File: src/rtl/line_flush_pkg.sv
// ---------------------------------------------------------------------------
// line_flush_pkg
// Shared definitions for the line_flush block: the two line terminator
// bytes, the IDLE/SEND state encoding and a terminator test helper.
// ---------------------------------------------------------------------------
package line_flush_pkg;

    localparam logic [7:0] TERM_LF = 8'h0A;
    localparam logic [7:0] TERM_CR = 8'h0D;

    typedef enum logic [0:0] {
        IDLE = 1'b0,
        SEND = 1'b1
    } lf_state_e;

    // True when the low byte of a word ends a line.
    function automatic logic is_term(input logic [7:0] b);
        return (b == TERM_LF) || (b == TERM_CR);
    endfunction

endpackage

File: src/rtl/line_flush_sfifo.sv
// ---------------------------------------------------------------------------
// sfifo
// Synchronous single-clock FIFO of depth 2**LGFLEN.
// Ports:
//   i_clk, i_reset      clock, synchronous active-high reset (empties FIFO)
//   i_wr, i_data        write request and word
//   i_rd                read request (pops the head)
//   o_data              current head word (valid when !o_empty)
//   o_fill              occupancy, 0 .. 2**LGFLEN
//   o_empty, o_full     occupancy flags
// A write while full is accepted only if a read happens in the same cycle.
// ---------------------------------------------------------------------------
module sfifo #(
    parameter int BW     = 8,
    parameter int LGFLEN = 8
) (
    input  logic              i_clk,
    input  logic              i_reset,
    input  logic              i_wr,
    input  logic [BW-1:0]     i_data,
    input  logic              i_rd,
    output logic [BW-1:0]     o_data,
    output logic [LGFLEN:0]   o_fill,
    output logic              o_empty,
    output logic              o_full
);

    localparam int DEPTH = 1 << LGFLEN;

    logic [BW-1:0]     mem [0:DEPTH-1];
    logic [LGFLEN-1:0] wr_ptr_q, wr_ptr_d;
    logic [LGFLEN-1:0] rd_ptr_q, rd_ptr_d;
    logic [LGFLEN:0]   fill_q, fill_d;
    logic              do_wr_s, do_rd_s;
    logic              empty_s, full_s;

    assign empty_s = (fill_q == {(LGFLEN+1){1'b0}});
    assign full_s  = fill_q[LGFLEN];

    // Pointer and occupancy next-state; pointers wrap naturally at 2**LGFLEN.
    always_comb begin
        wr_ptr_d = wr_ptr_q;
        rd_ptr_d = rd_ptr_q;
        fill_d   = fill_q;
        do_rd_s  = i_rd && !empty_s;
        do_wr_s  = i_wr && (!full_s || do_rd_s);
        if (do_wr_s) begin
            wr_ptr_d = wr_ptr_q + 1'b1;
        end else begin
            wr_ptr_d = wr_ptr_q;
        end
        if (do_rd_s) begin
            rd_ptr_d = rd_ptr_q + 1'b1;
        end else begin
            rd_ptr_d = rd_ptr_q;
        end
        case ({do_wr_s, do_rd_s})
            2'b10:   fill_d = fill_q + 1'b1;
            2'b01:   fill_d = fill_q - 1'b1;
            default: fill_d = fill_q;
        endcase
    end

    // Pointer and occupancy registers.
    always_ff @(posedge i_clk) begin
        if (i_reset) begin
            wr_ptr_q <= {LGFLEN{1'b0}};
            rd_ptr_q <= {LGFLEN{1'b0}};
            fill_q   <= {(LGFLEN+1){1'b0}};
        end else begin
            wr_ptr_q <= wr_ptr_d;
            rd_ptr_q <= rd_ptr_d;
            fill_q   <= fill_d;
        end
    end

    // Storage array; contents need no reset because the pointers define validity.
    always_ff @(posedge i_clk) begin
        if (do_wr_s) begin
            mem[wr_ptr_q] <= i_data;
        end
    end

    assign o_data  = mem[rd_ptr_q];
    assign o_fill  = fill_q;
    assign o_empty = empty_s;
    assign o_full  = full_s;

endmodule

File: src/rtl/line_flush.sv
// ---------------------------------------------------------------------------
// line_flush
// Buffers incoming words and releases them a line at a time. A line is sent
// when a terminator (8'h0A / 8'h0D in the low byte) is buffered, when MAXLINE
// words are waiting, on an explicit flush, or after IDLE_TIMEOUT idle clocks.
// Ports:
//   i_clk, i_reset   clock, synchronous active-high reset
//   i_stb, i_data    input word strobe and data
//   i_flush          flush whatever is buffered
//   o_stb, o_data    output word valid / buffer head
//   i_busy           downstream stall; transfer when o_stb && !i_busy
//   o_fill           buffer occupancy
//   o_sending        high while a line is being sent
//   o_overflow       one-cycle pulse after a dropped write
// ---------------------------------------------------------------------------
module line_flush #(
    parameter int BW           = 8,
    parameter int LGFLEN       = 8,
    parameter int MAXLINE      = 80,
    parameter int IDLE_TIMEOUT = 0
) (
    input  logic              i_clk,
    input  logic              i_reset,
    input  logic              i_stb,
    input  logic [BW-1:0]     i_data,
    input  logic              i_flush,
    output logic              o_stb,
    output logic [BW-1:0]     o_data,
    input  logic              i_busy,
    output logic [LGFLEN:0]   o_fill,
    output logic              o_sending,
    output logic              o_overflow
);

    import line_flush_pkg::*;

    localparam int              IW        = (IDLE_TIMEOUT > 0) ? $clog2(IDLE_TIMEOUT + 1) : 1;
    localparam logic [IW-1:0]   IDLE_MAX  = IW'(IDLE_TIMEOUT);
    localparam logic [LGFLEN:0] MAXLINE_W = (LGFLEN+1)'(MAXLINE);
    localparam logic [LGFLEN:0] ONE_W     = (LGFLEN+1)'(1);
    localparam logic [LGFLEN:0] ZERO_W    = (LGFLEN+1)'(0);

    lf_state_e       state_q, state_d;
    logic [LGFLEN:0] remaining_q, remaining_d;
    logic [LGFLEN:0] n_term_q, n_term_d;
    logic [IW-1:0]   idle_cnt_q, idle_cnt_d;
    logic            overflow_q, overflow_d;

    logic [BW-1:0]   fifo_data_s;
    logic [LGFLEN:0] fifo_fill_s;
    logic            fifo_empty_s, fifo_full_s;
    logic            rd_s, wr_ok_s, term_wr_s, term_rd_s, timeout_s, head_term_s;

    // A word leaves only while sending, when one is present and downstream is ready.
    assign rd_s        = (state_q == SEND) && !fifo_empty_s && !i_busy;
    // Mirrors the FIFO acceptance rule: full is fine if the head leaves this cycle.
    assign wr_ok_s     = i_stb && (!fifo_full_s || rd_s);
    assign head_term_s = is_term(fifo_data_s[7:0]);
    assign term_wr_s   = wr_ok_s && is_term(i_data[7:0]);
    assign term_rd_s   = rd_s && head_term_s;
    assign timeout_s   = (IDLE_TIMEOUT != 0) && (idle_cnt_q == IDLE_MAX);

    sfifo #(
        .BW     (BW),
        .LGFLEN (LGFLEN)
    ) u_fifo (
        .i_clk   (i_clk),
        .i_reset (i_reset),
        .i_wr    (i_stb),
        .i_data  (i_data),
        .i_rd    (rd_s),
        .o_data  (fifo_data_s),
        .o_fill  (fifo_fill_s),
        .o_empty (fifo_empty_s),
        .o_full  (fifo_full_s)
    );

    // Terminator count, idle counter and overflow pulse next-state.
    always_comb begin
        n_term_d   = n_term_q;
        idle_cnt_d = idle_cnt_q;
        overflow_d = i_stb && !wr_ok_s;
        case ({term_wr_s, term_rd_s})
            2'b10:   n_term_d = n_term_q + 1'b1;
            2'b01:   n_term_d = n_term_q - 1'b1;
            default: n_term_d = n_term_q;
        endcase
        if (wr_ok_s || (state_q == SEND)) begin
            idle_cnt_d = {IW{1'b0}};
        end else if (idle_cnt_q != IDLE_MAX) begin
            idle_cnt_d = idle_cnt_q + 1'b1;
        end else begin
            idle_cnt_d = idle_cnt_q;
        end
    end

    // Line FSM: choose what starts a line and how many words it may carry.
    always_comb begin
        state_d     = state_q;
        remaining_d = remaining_q;
        case (state_q)
            IDLE: begin
                if (n_term_q != ZERO_W) begin
                    state_d     = SEND;
                    remaining_d = fifo_fill_s;
                end else if (fifo_fill_s >= MAXLINE_W) begin
                    state_d     = SEND;
                    remaining_d = MAXLINE_W;
                end else if (i_flush && !fifo_empty_s) begin
                    state_d     = SEND;
                    remaining_d = fifo_fill_s;
                end else if (timeout_s && !fifo_empty_s) begin
                    state_d     = SEND;
                    remaining_d = fifo_fill_s;
                end else begin
                    state_d     = IDLE;
                    remaining_d = remaining_q;
                end
            end
            SEND: begin
                if (rd_s) begin
                    // The line ends at its terminator or when its word budget runs out.
                    if (head_term_s || (remaining_q == ONE_W)) begin
                        state_d     = IDLE;
                        remaining_d = ZERO_W;
                    end else begin
                        state_d     = SEND;
                        remaining_d = remaining_q - 1'b1;
                    end
                end else begin
                    state_d     = SEND;
                    remaining_d = remaining_q;
                end
            end
            default: begin
                state_d     = IDLE;
                remaining_d = ZERO_W;
            end
        endcase
    end

    // Control registers.
    always_ff @(posedge i_clk) begin
        if (i_reset) begin
            state_q     <= IDLE;
            remaining_q <= ZERO_W;
            n_term_q    <= ZERO_W;
            idle_cnt_q  <= {IW{1'b0}};
            overflow_q  <= 1'b0;
        end else begin
            state_q     <= state_d;
            remaining_q <= remaining_d;
            n_term_q    <= n_term_d;
            idle_cnt_q  <= idle_cnt_d;
            overflow_q  <= overflow_d;
        end
    end

    assign o_stb      = (state_q == SEND) && !fifo_empty_s;
    assign o_data     = fifo_data_s;
    assign o_fill     = fifo_fill_s;
    assign o_sending  = (state_q == SEND);
    assign o_overflow = overflow_q;

endmodule

File: config.mk
export PLATFORM = sky130hd
export DESIGN_NAME = line_flush
export DESIGN_NICKNAME = d
export VERILOG_FILES = /design/src/rtl/line_flush_pkg.sv /design/src/rtl/line_flush_sfifo.sv /design/src/rtl/line_flush.sv
export SDC_FILE = /design/constraint.sdc
export NUM_CORES = 2
export LEC_CHECK = 0
export ABC_AREA = 1
export BUFFER_PORTS_ARGS = -buffer_cell sky130_fd_sc_hd__buf_2
export CAP_MARGIN = 20
export CORE_UTILIZATION = 35
export CTS_BUF_LIST = sky130_fd_sc_hd__clkbuf_4
export DETAILED_ROUTE_END_ITERATION = 8
export SLEW_MARGIN = 25
export SYNTH_ARGS = -nofsm -noshare
export SYNTH_HDL_FRONTEND = slang
export SYNTH_SLANG_ARGS = --single-unit
File: constraint.sdc
create_clock -name i_clk -period 5.55 [get_ports i_clk]
set_input_delay 0.555 -clock i_clk [delete_from_list [all_inputs] [get_ports i_clk]]
set_output_delay 0.555 -clock i_clk [all_outputs]
set_load 0.05 [all_outputs]
==> impl_metrics.json <==
{
  "wire_per_inst_um": 21.9,
  "finalHoldViolCount": 0,
  "synth_top_area_cell": "edfxtp_1",
  "max_stage_delay_ns": 0.45,
  "drc": 0,
  "clk_path_buf_depth": 4,
  "final_core_util_pct": 40.2,
  "cts-htree-levels": 6,
  "cts_buffers": 561,
  "setup_viol_count_final": 0,
  "dp_slack_ns": 0.309,
  "port_buffers": 32,
  "grtUsageTotal_pct": 19.5,
  "io_pins": 33,
  "antenna_found_initial": 14,
  "min_period_ns": 5.25,
  "yosysSeqAreaShare_pct": 72.7,
  "rsz0062_at_grt": "no",
  "period_share_pct": 94.5,
  "hpwl_um": 146000,
  "core.rowCount": 181,
  "clk_latency_ns": 1.42,
  "clock_skew_ns": 0.124,
  "syn_nets": 7395,
  "globalplace.congestion": 0.895,
  "drv_cap": 0,
  "vias_per_cell": 5.30,
  "postRouteAntennaNets": 0,
  "die_w_um": 498,
  "worst_pin_slew_ns": 1.11,
  "core-area_um2": 244000,
  "hp-class": "input pin to flip-flop",
  "grt_pass1_wl_um": 368000,
  "worst-path-buf-inv": 6,
  "r2r_end": "n_term_q[8]",
  "vias": 60000,
  "dr.first_iter.drc_count": 7265,
  "yosysTopAreaCellShare_pct": 71.4,
  "cp_top_family": "simple AND/OR/NAND/NOR gates",
  "reg2reg_slack_ns": 0.30,
  "gr-total-overflow": 0,
  "setup_ws_ns": 0.303,
  "start_util_pct": 35.3,
  "yosysWarnings": 0,
  "synthTopCellsByArea": "edfxtp_1, nand3_1, nand2_1",
  "ir_drop_mv": 0.263,
  "finalPower_mw": 36.4,
  "cp_common_cell": "nand3_1",
  "syn_area_um2": 86100,
  "die_area_um2": 248000,
  "finalMaxSlewViolations": 0,
  "dr.pass1.iters": 9,
  "required_ns": 6.78,
  "finalSetupTns_ns": 0,
  "syn_to_final_growth_pct": 13.8,
  "wirelength_um": 248000,
  "clk_pin_slew_ns": 0.06,
  "fin_nets": 7798,
  "fillerInstances": 22900,
  "crit_path_start_kind": "flip-flop",
  "synthCells": 7357,
  "cts_tree": "built",
  "cp-endpoint": "n_term_q[8]",
  "slew_headroom_pct": 26.3,
  "synthDistinctLibCells": 31,
  "powerDensity_nw_per_um2": 371,
  "grt_max_degree": 167,
  "crit_fanout": 33,
  "fmax_mhz": 191,
  "die_h_um": 498,
  "final_layout_size_suffix_gt1_share_pct": 14.8,
  "slowest_stage": "dfxtp_4",
  "avgSynthCellArea_um2": 11.7,
  "cts_root_buf": "clkbuf_4",
  "ys_seq_elements": 2101,
  "arrival_ns": 6.48,
  "status": "finished, final reports clean",
  "grt_pass1_vias": 58300,
  "criticalPathCategory": "flip-flop to flip-flop",
  "crit_path_end_kind": "flip-flop",
  "numClockSinks": 2101,
  "cp.depth": 31,
  "reg2reg_depth": 31,
  "cts_setup_buffers": 0,
  "cellLeakagePower_nw": 34.6
}
## layer usage
metal | part of all wire, % | global-route usage (%) | vias to the layer above
li1 | - | - | 27300
met1 | 41 | 26.4 | 29100
met2 | 46 | 30.6 | 3036
met3 | 8.9 | 3.89 | 549
met4 | 3.8 | 8.21 | 4
met5 | 0.010 | 0 | -
## state kept, by name (all words and copies together), names as in the netlist, named ones only
signal	count
u_fifo.o_fill	9
u_fifo.mem	2048
o_sending	1
u_fifo.wr_ptr_q	8
u_fifo.rd_ptr_q	8
n_term_q	9
o_overflow	1
remaining_q	9
## cell usage in the layout, fill, tap and decap left out, types with 11 or more instances in the layout
cell and n:
a21oi_1 50, buf_12 74, buf_2 16, buf_4 216
clkbuf_4 814, clkinv_1 64, clkinv_2 14, dfxtp_1 48
dlygate4sd3_1 15, edfxtp_1 2048, ha_1 23, inv_1 72
inv_2 21, nand2_1 2129, nand3_1 2035, nand4_1 22
nor2_1 311, nor3_1 12, o21ai_0 48, xor2_1 11
## cell usage after synthesis
cell type and n:
nor2_1 311, nor3_1 12, a21o_1 2, o2111ai_1 1, nand3_1 2042, nor2_2 2, clkinv_1 2, nor4_1 1
buf_2 299, inv_1 75, buf_1 45, inv_4 2, nand2_2 3, nand4_1 22, dfxtp_1 53, clkbuf_1 84
xor2_1 11, o21ai_0 48, xnor2_1 6, and3_1 1, nand2_1 2129, a21oi_1 50, fa_1 2, a31oi_1 10
nor3b_1 2, buf_4 52, buf_6 15, inv_2 3, ha_1 23, a2111oi_0 1, edfxtp_1 2048
## timing repair
| item | 4_1_cts | 5_1_grt |
|---|---|---|
| endpoints found under the setup margin | 0 | 2 |
| resized for setup | 0 | 8 |
| endpoints found under the hold margin | 614 | 0 |
| hold buffers | 15 | 0 |
## per-stage QoR
stage	std cells	hold WS (ns)	area [µm²]
finish	11300	0.165	98000
global route	11300	0.0939	98000
CTS	11300	0.0458	97900
detailed placement	10400	0.471	91000
global placement	10400	0.462	91000
floorplan	7357	0.436	86100
## layout make-up
| cell class | instances | area, µm² | share of cell area, % |
|---|---|---|---|
| flip-flops and latches | 2101 | 62600 | 63.9 |
| multi-input cells | 4679 | 20700 | 21.2 |
| clock buffers | 814 | 6110 | 6.24 |
| well taps | 3202 | 4010 | 4.09 |
| repair buffers | 335 | 3610 | 3.69 |
| clock inverters | 103 | 554 | 0.566 |
| inverters | 82 | 350 | 0.358 |
| diodes | 6 | 15.0 | 0.0153 |
## logic make-up (layout without fill, tap and decap cells)
logic type      Yosys count  in the layout  synth area share (%)
other cells               0              6                     0
simple gates           4525           4525                  22.8
xor+xnor                 17             17                 0.173
flops                  2101           2101                  72.7
buf+inv                 577           1334                  3.31
compound gates          112            112                 0.680
fa+ha+maj                25             25                 0.381
## worst reg2reg max path, delay by kind of cell, from the launching register on
family | cells | cell delay (ns)
compound gates | 9 | 1.22
flops | 1 | 0.45
fa+ha+maj | 2 | 0.59
buf+inv | 6 | 0.91
simple gates | 14 | 1.98
## worst min-delay path by stage
| stage | start | end | slack (ns) | cells after the start |
|---|---|---|---|---|
| 3_5_place_dp | u_fifo.rd_ptr_q[7] | u_fifo.rd_ptr_q[7] | 0.47 | 2 |
| 2_1_floorplan | u_fifo.rd_ptr_q[7] | flip-flop | 0.44 | 2 |
| 4_1_cts | i_data[5] | u_fifo.mem[41][5] | 0.05 | 2 |
| 3_3_place_gp | u_fifo.rd_ptr_q[7] | u_fifo.rd_ptr_q[7] | 0.46 | 2 |
| 5_1_grt | i_data[5] | u_fifo.mem[41][5] | 0.09 | 2 |
| 6_report | i_data[5] | u_fifo.mem[41][5] | 0.16 | 2 |
## power by group
part           internal, mW  switching [mW]
sequential             17.5          0.0912
combinational          1.75            3.88
clock                  6.90            6.27
total                  26.1            10.2
Power figures use the tool's default switching activity.
